[config.mk]
export PLATFORM = sky130hd
export DESIGN_NAME = imem_iwb_lsu
export DESIGN_NICKNAME = d
export VERILOG_FILES = /design/src/rtl/imem_iwb_lsu.sv
export SDC_FILE = /design/constraint.sdc
export NUM_CORES = 1
export LEC_CHECK = 0
export CAP_MARGIN = 20
export CORE_ASPECT_RATIO = 0.7
export CORE_MARGIN = 4
export CORE_UTILIZATION = 37
export DETAILED_ROUTE_END_ITERATION = 16
export PLACE_DENSITY = 0.84
export SYNTH_ARGS = -nofsm -noshare
export SYNTH_HDL_FRONTEND = slang
export SYNTH_SLANG_ARGS = --single-unit
[constraint.sdc]
create_clock -name clk -period 2.1 [get_ports clk]
set_clock_uncertainty 0.1 [all_clocks]
set_input_delay 0.21 -clock clk [delete_from_list [all_inputs] [get_ports clk]]
set_output_delay 0.21 -clock clk [all_outputs]
set_load 0.02 [all_outputs]
[src/rtl/imem_iwb_lsu.sv]
// MEM-stage load/store unit: classifies the EX/MEM access, runs the dmem req/ready
// handshake with timeout, aligns stores, extends loads and registers the MEM/WB stage.
module imem_iwb_lsu #(
    parameter int unsigned TIMEOUT_CYCLES = 16,
    parameter int unsigned CNT_W          = 5
) (
    input  logic        clk,
    input  logic        reset,
    input  logic        validm,
    input  logic        memreadm,
    input  logic        memwritem,
    input  logic [2:0]  funct3m,
    input  logic [31:0] aluresulm,
    input  logic [31:0] writedatm,
    input  logic [4:0]  rdm,
    input  logic [31:0] pcplus4m,
    output logic        dmem_req,
    output logic        dmem_we,
    output logic [31:0] dmem_addr,
    output logic [31:0] dmem_wdata,
    output logic [3:0]  dmem_be,
    input  logic        dmem_ready,
    input  logic [31:0] dmem_rdata,
    output logic        stallm,
    output logic        validw,
    output logic [31:0] aluresultw,
    output logic [31:0] readdataw,
    output logic [4:0]  rdw,
    output logic [31:0] pcplus4w,
    output logic        excw,
    output logic [1:0]  exccausew
);

    localparam int unsigned XLEN  = 32;
    localparam int unsigned REG_W = 5;
    localparam int unsigned CAU_W = 2;

    localparam logic [CAU_W-1:0] CAUSE_MISALIGN = 2'b01;
    localparam logic [CAU_W-1:0] CAUSE_TIMEOUT  = 2'b10;
    localparam logic [CAU_W-1:0] CAUSE_ILLEGAL  = 2'b11;
    localparam logic [CNT_W-1:0] CNT_LAST       = CNT_W'(TIMEOUT_CYCLES - 1);

    typedef enum logic {
        S_IDLE = 1'b0,
        S_WAIT = 1'b1
    } state_t;

    // MEM/WB pipeline register payload
    typedef struct packed {
        logic             valid;
        logic [XLEN-1:0]  alu;
        logic [XLEN-1:0]  rdata;
        logic [REG_W-1:0] rd;
        logic [XLEN-1:0]  pc4;
        logic             exc;
        logic [CAU_W-1:0] cause;
    } wb_t;

    state_t           state_q, state_d;
    logic [CNT_W-1:0] cnt_q, cnt_d;
    wb_t              wb_q, wb_d;

    logic             memop, ld_bad, st_bad, illegal, misaligned, size_bad;
    logic [1:0]       off;
    logic [XLEN-1:0]  wdata_c;
    logic [3:0]       be_st_c;
    logic [7:0]       ld_byte;
    logic [15:0]      ld_half;
    logic [XLEN-1:0]  ld_data_c;
    logic             req_c, stall_c;
    wb_t              done_c, exc_c;

    // Access classification
    always_comb begin
        memop  = memreadm | memwritem;
        off    = aluresulm[1:0];
        ld_bad = memreadm && (funct3m == 3'b011 || funct3m == 3'b110 || funct3m == 3'b111);
        st_bad = memwritem && !(funct3m == 3'b000 || funct3m == 3'b001 || funct3m == 3'b010);
        illegal = validm && ((memreadm && memwritem) || ld_bad || st_bad);
        case (funct3m[1:0])
            2'b01:   size_bad = off[0];
            2'b10:   size_bad = (off != 2'b00);
            default: size_bad = 1'b0;
        endcase
        misaligned = validm && memop && !illegal && size_bad;
    end

    // Store lane replication and byte enables
    always_comb begin
        case (funct3m[1:0])
            2'b00: begin
                wdata_c = {4{writedatm[7:0]}};
                be_st_c = 4'(4'b0001 << off);
            end
            2'b01: begin
                wdata_c = {2{writedatm[15:0]}};
                be_st_c = off[1] ? 4'b1100 : 4'b0011;
            end
            default: begin
                wdata_c = writedatm;
                be_st_c = 4'b1111;
            end
        endcase
    end

    // Load extraction and extension
    always_comb begin
        ld_byte = dmem_rdata[{off, 3'b000} +: 8];
        ld_half = dmem_rdata[{off[1], 4'b0000} +: 16];
        case (funct3m)
            3'b000:  ld_data_c = {{24{ld_byte[7]}}, ld_byte};
            3'b001:  ld_data_c = {{16{ld_half[15]}}, ld_half};
            3'b100:  ld_data_c = {24'h0, ld_byte};
            3'b101:  ld_data_c = {16'h0, ld_half};
            default: ld_data_c = dmem_rdata;
        endcase
        if (!memreadm) begin
            ld_data_c = '0;
        end
    end

    // Candidate W-stage payloads for a normal completion and an exception
    always_comb begin
        done_c       = '0;
        done_c.valid = 1'b1;
        done_c.alu   = aluresulm;
        done_c.rdata = ld_data_c;
        done_c.rd    = rdm;
        done_c.pc4   = pcplus4m;
        exc_c        = '0;
        exc_c.valid  = 1'b1;
        exc_c.alu    = aluresulm;
        exc_c.pc4    = pcplus4m;
        exc_c.exc    = 1'b1;
        exc_c.cause  = illegal ? CAUSE_ILLEGAL : CAUSE_MISALIGN;
    end

    // Next-state and handshake control
    always_comb begin
        state_d = state_q;
        cnt_d   = cnt_q;
        wb_d    = '0;
        req_c   = 1'b0;
        stall_c = 1'b0;
        case (state_q)
            S_IDLE: begin
                cnt_d = '0;
                if (!validm) begin
                    wb_d = '0;
                end else if (illegal || misaligned) begin
                    wb_d = exc_c;
                end else if (!memop) begin
                    wb_d = done_c;
                end else begin
                    req_c = 1'b1;
                    if (dmem_ready) begin
                        wb_d = done_c;
                    end else begin
                        stall_c = 1'b1;
                        state_d = S_WAIT;
                    end
                end
            end
            S_WAIT: begin
                req_c   = 1'b1;
                stall_c = 1'b1;
                if (dmem_ready) begin
                    stall_c = 1'b0;
                    wb_d    = done_c;
                    state_d = S_IDLE;
                    cnt_d   = '0;
                end else if (cnt_q == CNT_LAST) begin
                    stall_c     = 1'b0;
                    wb_d        = exc_c;
                    wb_d.cause  = CAUSE_TIMEOUT;
                    state_d     = S_IDLE;
                    cnt_d       = '0;
                end else begin
                    cnt_d = cnt_q + CNT_W'(1);
                end
            end
            default: begin
                state_d = S_IDLE;
                cnt_d   = '0;
            end
        endcase
    end

    always_ff @(posedge clk) begin
        if (!reset) begin
            state_q <= S_IDLE;
            cnt_q   <= '0;
            wb_q    <= '0;
        end else begin
            state_q <= state_d;
            cnt_q   <= cnt_d;
            wb_q    <= wb_d;
        end
    end

    // Reset gates the request and stall immediately
    assign dmem_req   = req_c & reset;
    assign stallm     = stall_c & reset;
    assign dmem_we    = dmem_req & memwritem;
    assign dmem_be    = dmem_req ? (memwritem ? be_st_c : 4'b1111) : 4'b0000;
    assign dmem_addr  = {aluresulm[31:2], 2'b00};
    assign dmem_wdata = wdata_c;

    assign validw     = wb_q.valid;
    assign aluresultw = wb_q.alu;
    assign readdataw  = wb_q.rdata;
    assign rdw        = wb_q.rd;
    assign pcplus4w   = wb_q.pc4;
    assign excw       = wb_q.exc;
    assign exccausew  = wb_q.cause;

endmodule

# Word level (Yosys, flattened, before mapping)
# Index checks and enable logic that the tools add are counted.
dict set report word_totals {
  register_bits 111
  output_inout_bits 176
}
dict set report classes {
  addsub 1
  eq_ne 10
  n_shift 3
  muxes 30
  bitwise 5
  n_reduce_logical 19
}
# op count
set ops {}
lappend ops {{105-bit two-way mux} 6}
lappend ops {{105-bit case mux with 2 select lines} 1}
lappend ops {{32-bit case mux with 4 select lines} 1}
lappend ops {{32-bit case mux with 2 select lines} 1}
lappend ops {{32-bit two-way mux} 1}
lappend ops {{32-bit by 6-bit variable part select with 16-bit output} 1}
lappend ops {{32-bit by 6-bit variable part select with 8-bit output} 1}
lappend ops {{3-bit equality test (second input constant)} 4}
lappend ops {{4-bit two-way mux} 3}
lappend ops {{5-bit two-way mux} 2}
lappend ops {{5-bit case mux with 2 select lines} 1}
lappend ops {{1-bit two-way mux} 9}
lappend ops {{4-bit case mux with 2 select lines} 1}
lappend ops {{1-bit logical AND} 7}
lappend ops {{1-bit logical OR} 7}
lappend ops {{3-bit by 2-bit equality test with 1-bit output (second input constant)} 2}
lappend ops {{1-bit case mux with 2 select lines} 3}
lappend ops {{5-bit by 1-bit adder with 5-bit output (second input constant)} 1}
lappend ops {{5-bit by 4-bit equality test with 1-bit output (second input constant)} 1}
lappend ops {{1-bit by 2-bit << shifter with 4-bit output (first input constant)} 1}
lappend ops {{1-bit AND} 3}
lappend ops {{3-bit by 1-bit equality test with 1-bit output (second input constant)} 1}
lappend ops {{3-bit zero test} 1}
lappend ops {{2-bit by 1-bit equality test with 1-bit output (second input constant)} 1}
lappend ops {{other kinds (7)} 8}

# Longest topological paths before layout
# Gate-level depths: netlist (run 1).
dict set report logic_depth {
  ltp_word 16
  depth_mapped 9
}

# Least setup slack after synthesis (run 1)
# Ideal clock, no wire load.
dict set report synth_timing {
  path_type {input to output}
  from {input funct3m[1]}
  to {output dmem_be[2]}
  arrival_time_ps 1748
  t_required_ps 1790
  path_slack_ps 42
  cell_stages 7
  n_path_buf 3
  cell_sequence {inv_1 ha_1 buf_6 or2_1 clkbuf_1 clkbuf_1 a311oi_1}
}
dict set report synth_between {
  elab_chain_len 16
  word_cells_on_any_way 31
}
# element line
set synth_lines {}
lappend synth_lines {{start, declared} 12} ;# input logic [2:0] funct3m,
lappend synth_lines {{3-bit by 2-bit equality test with 1-bit output, or another cell as far along} 77} ;# ld_bad = memreadm && (funct3m == 3'b011 || funct3m == 3'b110 || funct3m == 3'b111);
lappend synth_lines {{1-bit logical OR (on tied branches) (2 in a row)} {77, 78}}
lappend synth_lines {{1-bit logical AND / 1-bit zero test (equally long branches)} {77, 78}}
lappend synth_lines {{1-bit logical OR / 1-bit logical AND (equally long branches)} {79, 78}}
lappend synth_lines {{1-bit logical OR} 79} ;# illegal = validm && ((memreadm && memwritem) || ld_bad || st_bad);
lappend synth_lines {{1-bit logical AND} 79}
lappend synth_lines {{1-bit zero test} 85} ;# misaligned = validm && memop && !illegal && size_bad;
lappend synth_lines {{1-bit logical AND (2 in a row)} 85}
lappend synth_lines {{1-bit logical OR} 150} ;# end else if (illegal || misaligned) begin
lappend synth_lines {{1-bit two-way mux} 150}
lappend synth_lines {{1-bit two-way mux} 148} ;# if (!validm) begin
lappend synth_lines {{1-bit case mux with 2 select lines} 145} ;# case (state_q)
lappend synth_lines {{1-bit AND} 202} ;# assign dmem_req = req_c & reset;
lappend synth_lines {{4-bit two-way mux *} 205} ;# assign dmem_be = dmem_req ? (memwritem ? be_st_c : 4'b1111) : 4'b0000;
lappend synth_lines {{end, declared} 21} ;# output logic [3:0] dmem_be,
# Mark *: on every way between the ends. The rest lies on a longest branch, timed or not.

# Worst setup path in the final report (run 1)
# Same ends and word-level chain as after synthesis.

==> results.txt, run 1 <==
- Clock tree synthesis selected as its root buffer the cell sky130_fd_sc_hd__clkbuf_16.
- STA classifies the critical path endpoint as a primary output.
* Iteration count of the initial detailed-routing pass: 5
- Floorplan row count: 35
- Routed length per placed instance: 18.4 um
- On the worst path, the slowest cell contributes a delay of 530 ps.
- Count of port buffers added during placement: 315
- The via count of the first global-routing pass is 5,060.
- Final worst slack: -26.9 ps
- Setup violators final: 4
* Remaining antenna violation count: 0
- Maximum fanout encountered on the critical timing path: 6
- Internal reg-to-reg setup slack: 160 ps
* Post-layout nets: 951
- The worst hold path passes through 2 cells.
* Placed instance count: 975
* Proportion of register bits with asynchronous set or reset after synthesis: 0%
* Most frequent cells in the layout: sky130_fd_sc_hd__clkdlybuf4s50_1, sky130_fd_sc_hd__dfxtp_1, sky130_fd_sc_hd__buf_4, sky130_fd_sc_hd__nor3b_2, sky130_fd_sc_hd__nand2_1
- Total negative setup slack: -65.0 ps
* Data required time at the worst endpoint: 1790 ps
- The clock tree synthesis step divided the H-tree into 3 levels.
* Predominant post-synthesis flop cell: sky130_fd_sc_hd__dfxtp_1
- TritonCTS built the clock tree.
* Slew Viols, Final: 0
- The first global-routing pass estimated 27,700 um of wire.
* Seq/Total Area, Yosys: 43.9%
* Worst hold-check slack: 327 ps
* Average footprint of a synthesized cell: 10.3 sq um
* Type of element launching the critical path: input pin
* Start point of the worst hold path: rdm[2]
* Min cycle time layout: 2130 ps
* X dimension of the die: 148 um
* Data arrival time of the worst path: 1820 ps
- The final critical path takes up 101% of the cycle.
- Slowest-stage cell, CP: sky130_fd_sc_hd__or4b_4
- Derived from the worst setup path, the maximum achievable clock frequency is 470 MHz.
- After synthesis the netlist holds a flip-flop and latch count of 111.
- In this run, the number of DRC markers left after iteration 0 of detailed routing was 221.
- Global routing finished with a remaining overflow of 0.
- Pin count of the biggest net entering global routing: 23
- Number of maximum-capacitance violations: 0
- Crit path launch: funct3m[1]
* Hold Buf Count CTS: 0
- The cell count after synthesis came out at 493.
- Failing checks: negative setup slack
* CTS Buffer Depth: 2
- In this run, synthesis inferred 0 flip-flops with an integrated enable.
- Filler cell count in the final layout: 1,025
- Number of top-level design ports: 318
* Pwr per Cell Area: 597 mW/mm^2
- In this run the standard cell core region covers 0.0133 sq mm.
- Static Leak: 3.45 nW
- Worst min-delay path endpoint: rdw[2]
* Clock buffers created by TritonCTS: 9
* Register clock-pin slew on the reported worst setup and hold paths: 80 ps
* Total detailed-routing wirelength: 18,200 um
- The clock net in this run drives a total of 111 sinks.
- R2r endpoint: pcplus4w[25]
* Result of the run: finished, violations left
- Yosys warning count: 0
* Area of the mapped netlist: 0.00506 sq mm
* Type of the worst setup path: input pin to primary output
- Setup repair after global routing missed its margin: yes
- Number of antenna violations at the first check in global routing: 0
- DR vias: 4,958
* Number of cells traversed by the worst register-to-register path: 8
- Proportion of layout cells with a drive suffix above 1: 23.1%
- Post-synth cell types: 51
* Worst setup slack after placement: -868 ps
- Layout area overhead: 76.3%
- Final hold violation count: 0
* DRC violations left: 0
- Critical R2R Launch: cnt_q[1]
* IR Drop Worst-Case VDD: 464 uV
- Average vias per placed instance: 4.99
- Overall track demand over capacity in global routing: 22.1%
- The wire-length estimate of the detail-placed layout is 14,900 um.
- Count of non-filler cells in the finished layout: 993
* Die Footprint: 0.0156 sq mm
* Most common library cell in the layout ignoring fill and taps: sky130_fd_sc_hd__clkdlybuf4s50_1
* Effective utilization at floorplan: 38.2%
- The congestion estimate from routability-driven global placement came to 0.868.
- The floorplan step set the die height to 106 um.
- Antenna cell count: 0
* Source-to-sink clock delay at the later pin of the worst-skew pair: 330 ps
* Critical path's most frequent cell: sky130_fd_sc_hd__buf_6
* Sequence of cells on the critical path: buf_6 -> buf_6 -> ha_4 -> or4b_4 -> and4_4 -> a31oi_4 -> a311oi_2 -> buf_4
- The tightest min-delay check is of the input pin to flop type.
==> sequential cells by signal, summed over array words and instances (netlist names) <==
signal,flops
cnt_q,5
rdw,5
exccausew,2
excw,1
aluresultw,32
state_q,1
readdataw,32
pcplus4w,32
validw,1
==> cell families after synthesis <==
logic type | count (synthesis) | share of synthesized area, %
AND/OR/NAND/NOR | 190 | 27.3
flip-flops | 111 | 43.9
buffers and inverters | 90 | 11.4
AO/OA/AOI/OAI | 83 | 13.1
multiplexers | 10 | 2.40
adder cells (fa/ha/maj) | 6 | 1.48
XOR/XNOR | 2 | 0.346
other | 1 | 0.0741
==> per-stage QoR <==
| stage | power (mW) | utilization (%) | area, sq um |
|---|---|---|---|
| 2_1_floorplan | 2.95 | - | 5070 |
| 3_3_place_gp | 3.69 | 64.3 | 8530 |
| 3_5_place_dp | 3.73 | 64.3 | 8530 |
| 4_1_cts | 5.38 | 66.6 | 8840 |
| 5_1_grt | 5.56 | 67.3 | 8930 |
| 6_report | 5.33 | 67.3 | 8930 |
==> timing repair <==
action / in CTS / in global routing
buffers inserted: 1 / 1
gates resized for setup: 79 / 19
pin swaps: 4 / 3
setup endpoints to repair: 117 / 10
==> worst max-delay path, delay by kind of cell <==
kind	cells	cell delay, ps
compound gates	2	380
fa+ha+maj	1	140
buf+inv	3	380
simple gates	2	710
==> synth_stat cells (3+ instances only) <==
cell / count / area [sq um]
sky130_fd_sc_hd__nor2b_1: 6 / 37.5
sky130_fd_sc_hd__nor2_1: 28 / 105
sky130_fd_sc_hd__o21ai_0: 10 / 50.1
sky130_fd_sc_hd__nand2_1: 49 / 184
sky130_fd_sc_hd__a22oi_1: 14 / 105
sky130_fd_sc_hd__nor3_1: 6 / 30.0
sky130_fd_sc_hd__nor3b_1: 16 / 120
sky130_fd_sc_hd__buf_1: 3 / 11.3
sky130_fd_sc_hd__buf_2: 13 / 65.1
sky130_fd_sc_hd__buf_4: 42 / 315
sky130_fd_sc_hd__inv_1: 6 / 22.5
sky130_fd_sc_hd__mux2_2: 7 / 78.8
sky130_fd_sc_hd__nor3b_2: 49 / 613
sky130_fd_sc_hd__clkbuf_1: 16 / 60.1
sky130_fd_sc_hd__nand3b_1: 3 / 22.5
sky130_fd_sc_hd__ha_1: 6 / 75.1
sky130_fd_sc_hd__nand3_1: 4 / 20.0
sky130_fd_sc_hd__nor3_2: 10 / 100
sky130_fd_sc_hd__a221oi_1: 10 / 87.6
sky130_fd_sc_hd__dfxtp_1: 111 / 2220
sky130_fd_sc_hd__a32o_1: 7 / 70.1
sky130_fd_sc_hd__a21boi_0: 3 / 22.5
sky130_fd_sc_hd__o21ai_1: 3 / 15.0
sky130_fd_sc_hd__and2_1: 8 / 50.1
sky130_fd_sc_hd__a22o_1: 8 / 70.1
sky130_fd_sc_hd__a211oi_1: 16 / 120
sky130_fd_sc_hd__buf_6: 9 / 101
sky130_fd_sc_hd__a21oi_1: 3 / 15.0
==> worst max-delay path by stage <==
stage | to | slack [ps] | depth (start not counted)
after global routing | dmem_be[1] | -80 | 8
after floorplan | dmem_be[2] | 40 | 7
final | dmem_be[2] | -30 | 8
after detailed placement | dmem_we | -870 | 8
after global placement | dmem_be[2] | -790 | 8
after CTS | stallm | 2 | 8
==> layout make-up <==
cell class	count	area, sq um	area share, %
timing repair buffer	381	3780	42.3
multi-input combinational	293	2360	26.5
sequential	111	2230	24.9
tap	185	231	2.59
clock buffer	9	225	2.52
clock inverter	7	73.8	0.827
inverter	7	26.3	0.294
==> report_power, final <==
group / total [mW] / leakage (nW) / internal [mW] / switching (mW)
registers: 2.20 / 0.906 / 2.18 / 0.0224
clock network: 1.67 / 0.144 / 0.841 / 0.824
logic: 1.46 / 2.40 / 0.769 / 0.695
total: 5.33 / 3.45 / 3.79 / 1.54
==> layer usage <==
metal | global-route usage (%) | wire [um] | vias up | share of wire (%)
met5 | 0 | 0 | - | 0
met4 | 6.78 | 422 | 0 | 2.3
li1 | - | - | 2320 | -
met3 | 5.46 | 1340 | 30 | 7.3
met2 | 40.5 | 9520 | 232 | 52
met1 | 25.4 | 6950 | 2376 | 38
No activity file was read; power rests on OpenSTA's default activity.
==> run 2: changes to the inputs <==
Settings changed: CAP_MARGIN 20 to unset, TNS_END_PERCENT set to 10.
==> results.txt, run 2 (synthesis results as in run 1) <==
- In the routed design, unresolved DRC markers number 0.
- Summed over all layers, the routed wires come to 18,200 um.
- Routed length per placed instance: 18.4 um
* Internal reg-to-reg setup slack: 160 ps
* Worst hold path cell count: 2
* Setup violators final: 2
- Failing checks: negative setup slack
- The layer flagged by global routing as most heavily used is met2.
* Average vias per placed instance: 4.97
- During I/O placement, the number of pins put on the boundary was 318.
- Number of cells traversed by the worst register-to-register path: 8
- In this run the cell area measured after placement is 0.00853 sq mm.
- Buffer type at the clock tree root: sky130_fd_sc_hd__clkbuf_16
- Share of the clock period used by the worst path after layout: 100%
* Worst setup EP type: primary output
- In this run the worst path has a maximum fanout of 22.
- Number of global-route vias before repair: 5,060
* Static Leak: 3.42 nW
- The worst hold path terminates at rdw[2].
- The number of clock buffers added by TritonCTS is 9.
- In this run, placement finished with an instance count of 975.
* Height of the die: 106 um
- Proportion of layout cells with a drive suffix above 1: 23.0%
- Number of maximum-capacitance violations: 0
- The finished cells cover 0.00890 sq mm.
* DR iter-0 viols: 221
- The worst hold path belongs to the class input pin to flop.
* Result of the run: finished, violations left
- Post-layout nets: 951
- Die Footprint: 0.0156 sq mm
- Total power for the finished layout comes to 5.33 mW.
- Routability congestion estimate: 0.868
- The H-tree was split into 3 levels.
* GR Util met1: 25.4%
- By startpoint and endpoint, the worst setup path is classified as input pin to primary output.
- Placeable core area: 0.0133 sq mm
- Static timing analysis puts the maximum clock frequency at 475 MHz.
- In this run the critical register-to-register path is launched from cnt_q[1].
- In this run the deepest clock path goes through 2 buffers.
* Worst setup slack after placement: -868 ps
- Data arrival time of the worst path: 1790 ps
- Summed over all failing endpoints, the final setup total negative slack is -4.21 ps.
- The initialized floorplan defines 35 standard-cell rows.
- CTS tree: built
* Met3 Track Usage GR: 5.46%
- Final worst slack: -4.18 ps
* Most common library cell in the layout ignoring fill and taps: sky130_fd_sc_hd__clkdlybuf4s50_1
- CTS saw 111 sinks.
- HPWL after detailed placement: 14,900 um
- Power spread over the standard cell area amounts to 600 mW/mm^2.
* Final hold violation count: 0
- The initial antenna violation count was 0.
- Once detail routing completed, the nets flagged for antenna violations numbered 0.
- Most frequent cells in the layout: sky130_fd_sc_hd__clkdlybuf4s50_1, sky130_fd_sc_hd__dfxtp_1, sky130_fd_sc_hd__buf_4, sky130_fd_sc_hd__nor3b_2, sky130_fd_sc_hd__nand2_1
- The initial utilization of the core area, before any placement, comes to 38.2%.
- R2r endpoint: pcplus4w[25]
* Slew Viols, Final: 0
- Met2 layer usage reported by global route: 40.5%
- Source-to-sink clock delay at the later pin of the worst-skew pair: 330 ps
- STA puts the critical path data required time at 1790 ps.
* Setup repair after global routing missed its margin: yes
- The worst setup path is launched from an input pin.
- Iteration count of the initial detailed-routing pass: 5
* Antenna cell count: 0
- Start point of the worst hold path: rdm[2]
- Input and output buffers added on the ports amount to 315.
* X dimension of the die: 148 um
- Pin count of the biggest net entering global routing: 23
- The area growth from synthesis to layout is 75.8%.
- The first global-routing pass estimated 27,700 um of wire.
- VDD sags by at most 473 uV.
- Remaining global-route overflow: 0
- Overall track demand over capacity in global routing: 22.1%
* Register clock-pin slew on the reported worst setup and hold paths: 80 ps
* Count of non-filler cells in the finished layout: 993
* Min cycle time layout: 2100 ps
- DR vias: 4,938
==> run 2: cell count changes in the layout (fill, tap and decap cells not counted), sizes merged <==
cell and change:
dlymetal6s2s -3, clkdlybuf4s50 +3
==> run 2: how the worst max path moves through the flow <==
| stage | start | to | slack [ps] | depth (start not counted) |
|---|---|---|---|---|
| after global routing | funct3m[0] | dmem_be[2] | -70 | 8 |
| after CTS | cnt_q[0] | stallm | 2 | 8 |
| final | funct3m[0] | dmem_wdata[13] | -4 | 7 |
| after floorplan | funct3m[1] | dmem_be[2] | 40 | 7 |
| after detailed placement | funct3m[0] | dmem_we | -870 | 8 |
| after global placement | funct3m[0] | dmem_be[2] | -790 | 8 |
==> run 2: metal layers <==
metal / share of wire [%] / wire length (um) / up-vias
met3: 7.1 / 1290 / 30
met2: 52 / 9440 / 223
met5: 0 / 0 / -
met4: 2.3 / 425 / 0
li1: - / - / 2319
met1: 39 / 7070 / 2366
==> run 2: where the power goes <==
part	switching, mW	internal (mW)
Clock	0.830	0.842
Sequential	0.0225	2.18
Combinational	0.694	0.766
==> run 2: metrics by stage <==
stage / utilization, % / hold WS [ps]
2_1_floorplan: - / 232
3_3_place_gp: 64.3 / 328
3_5_place_dp: 64.3 / 339
4_1_cts: 66.6 / 318
5_1_grt: 67.1 / 327
6_report: 67.1 / 327
==> run 2: cell type report <==
type | instances | area (sq um)
fill | 1031 | 4370
timing repair buffer | 381 | 3750
multi-input combinational | 293 | 2360
sequential | 111 | 2230
tap | 185 | 231
clock buffer | 9 | 225
clock inverter | 7 | 73.8
inverter | 7 | 26.3
==> run 2: what timing repair did <==
item / in CTS / in global routing
setup endpoints to repair: 117 / 10
hold buffers: 0 / 0
gates resized for setup: 79 / 9
pin swaps: 4 / 3
buffers inserted: 1 / 1
==> run 2: worst max-delay path, stage by stage <==
cell                              delay, ps
sky130_fd_sc_hd__buf_2                  130
sky130_fd_sc_hd__inv_2                   80
sky130_fd_sc_hd__ha_2                   180
sky130_fd_sc_hd__buf_4                  250
sky130_fd_sc_hd__nand2b_2               190
sky130_fd_sc_hd__a22o_1                 220
sky130_fd_sc_hd__clkdlybuf4s50_1        540
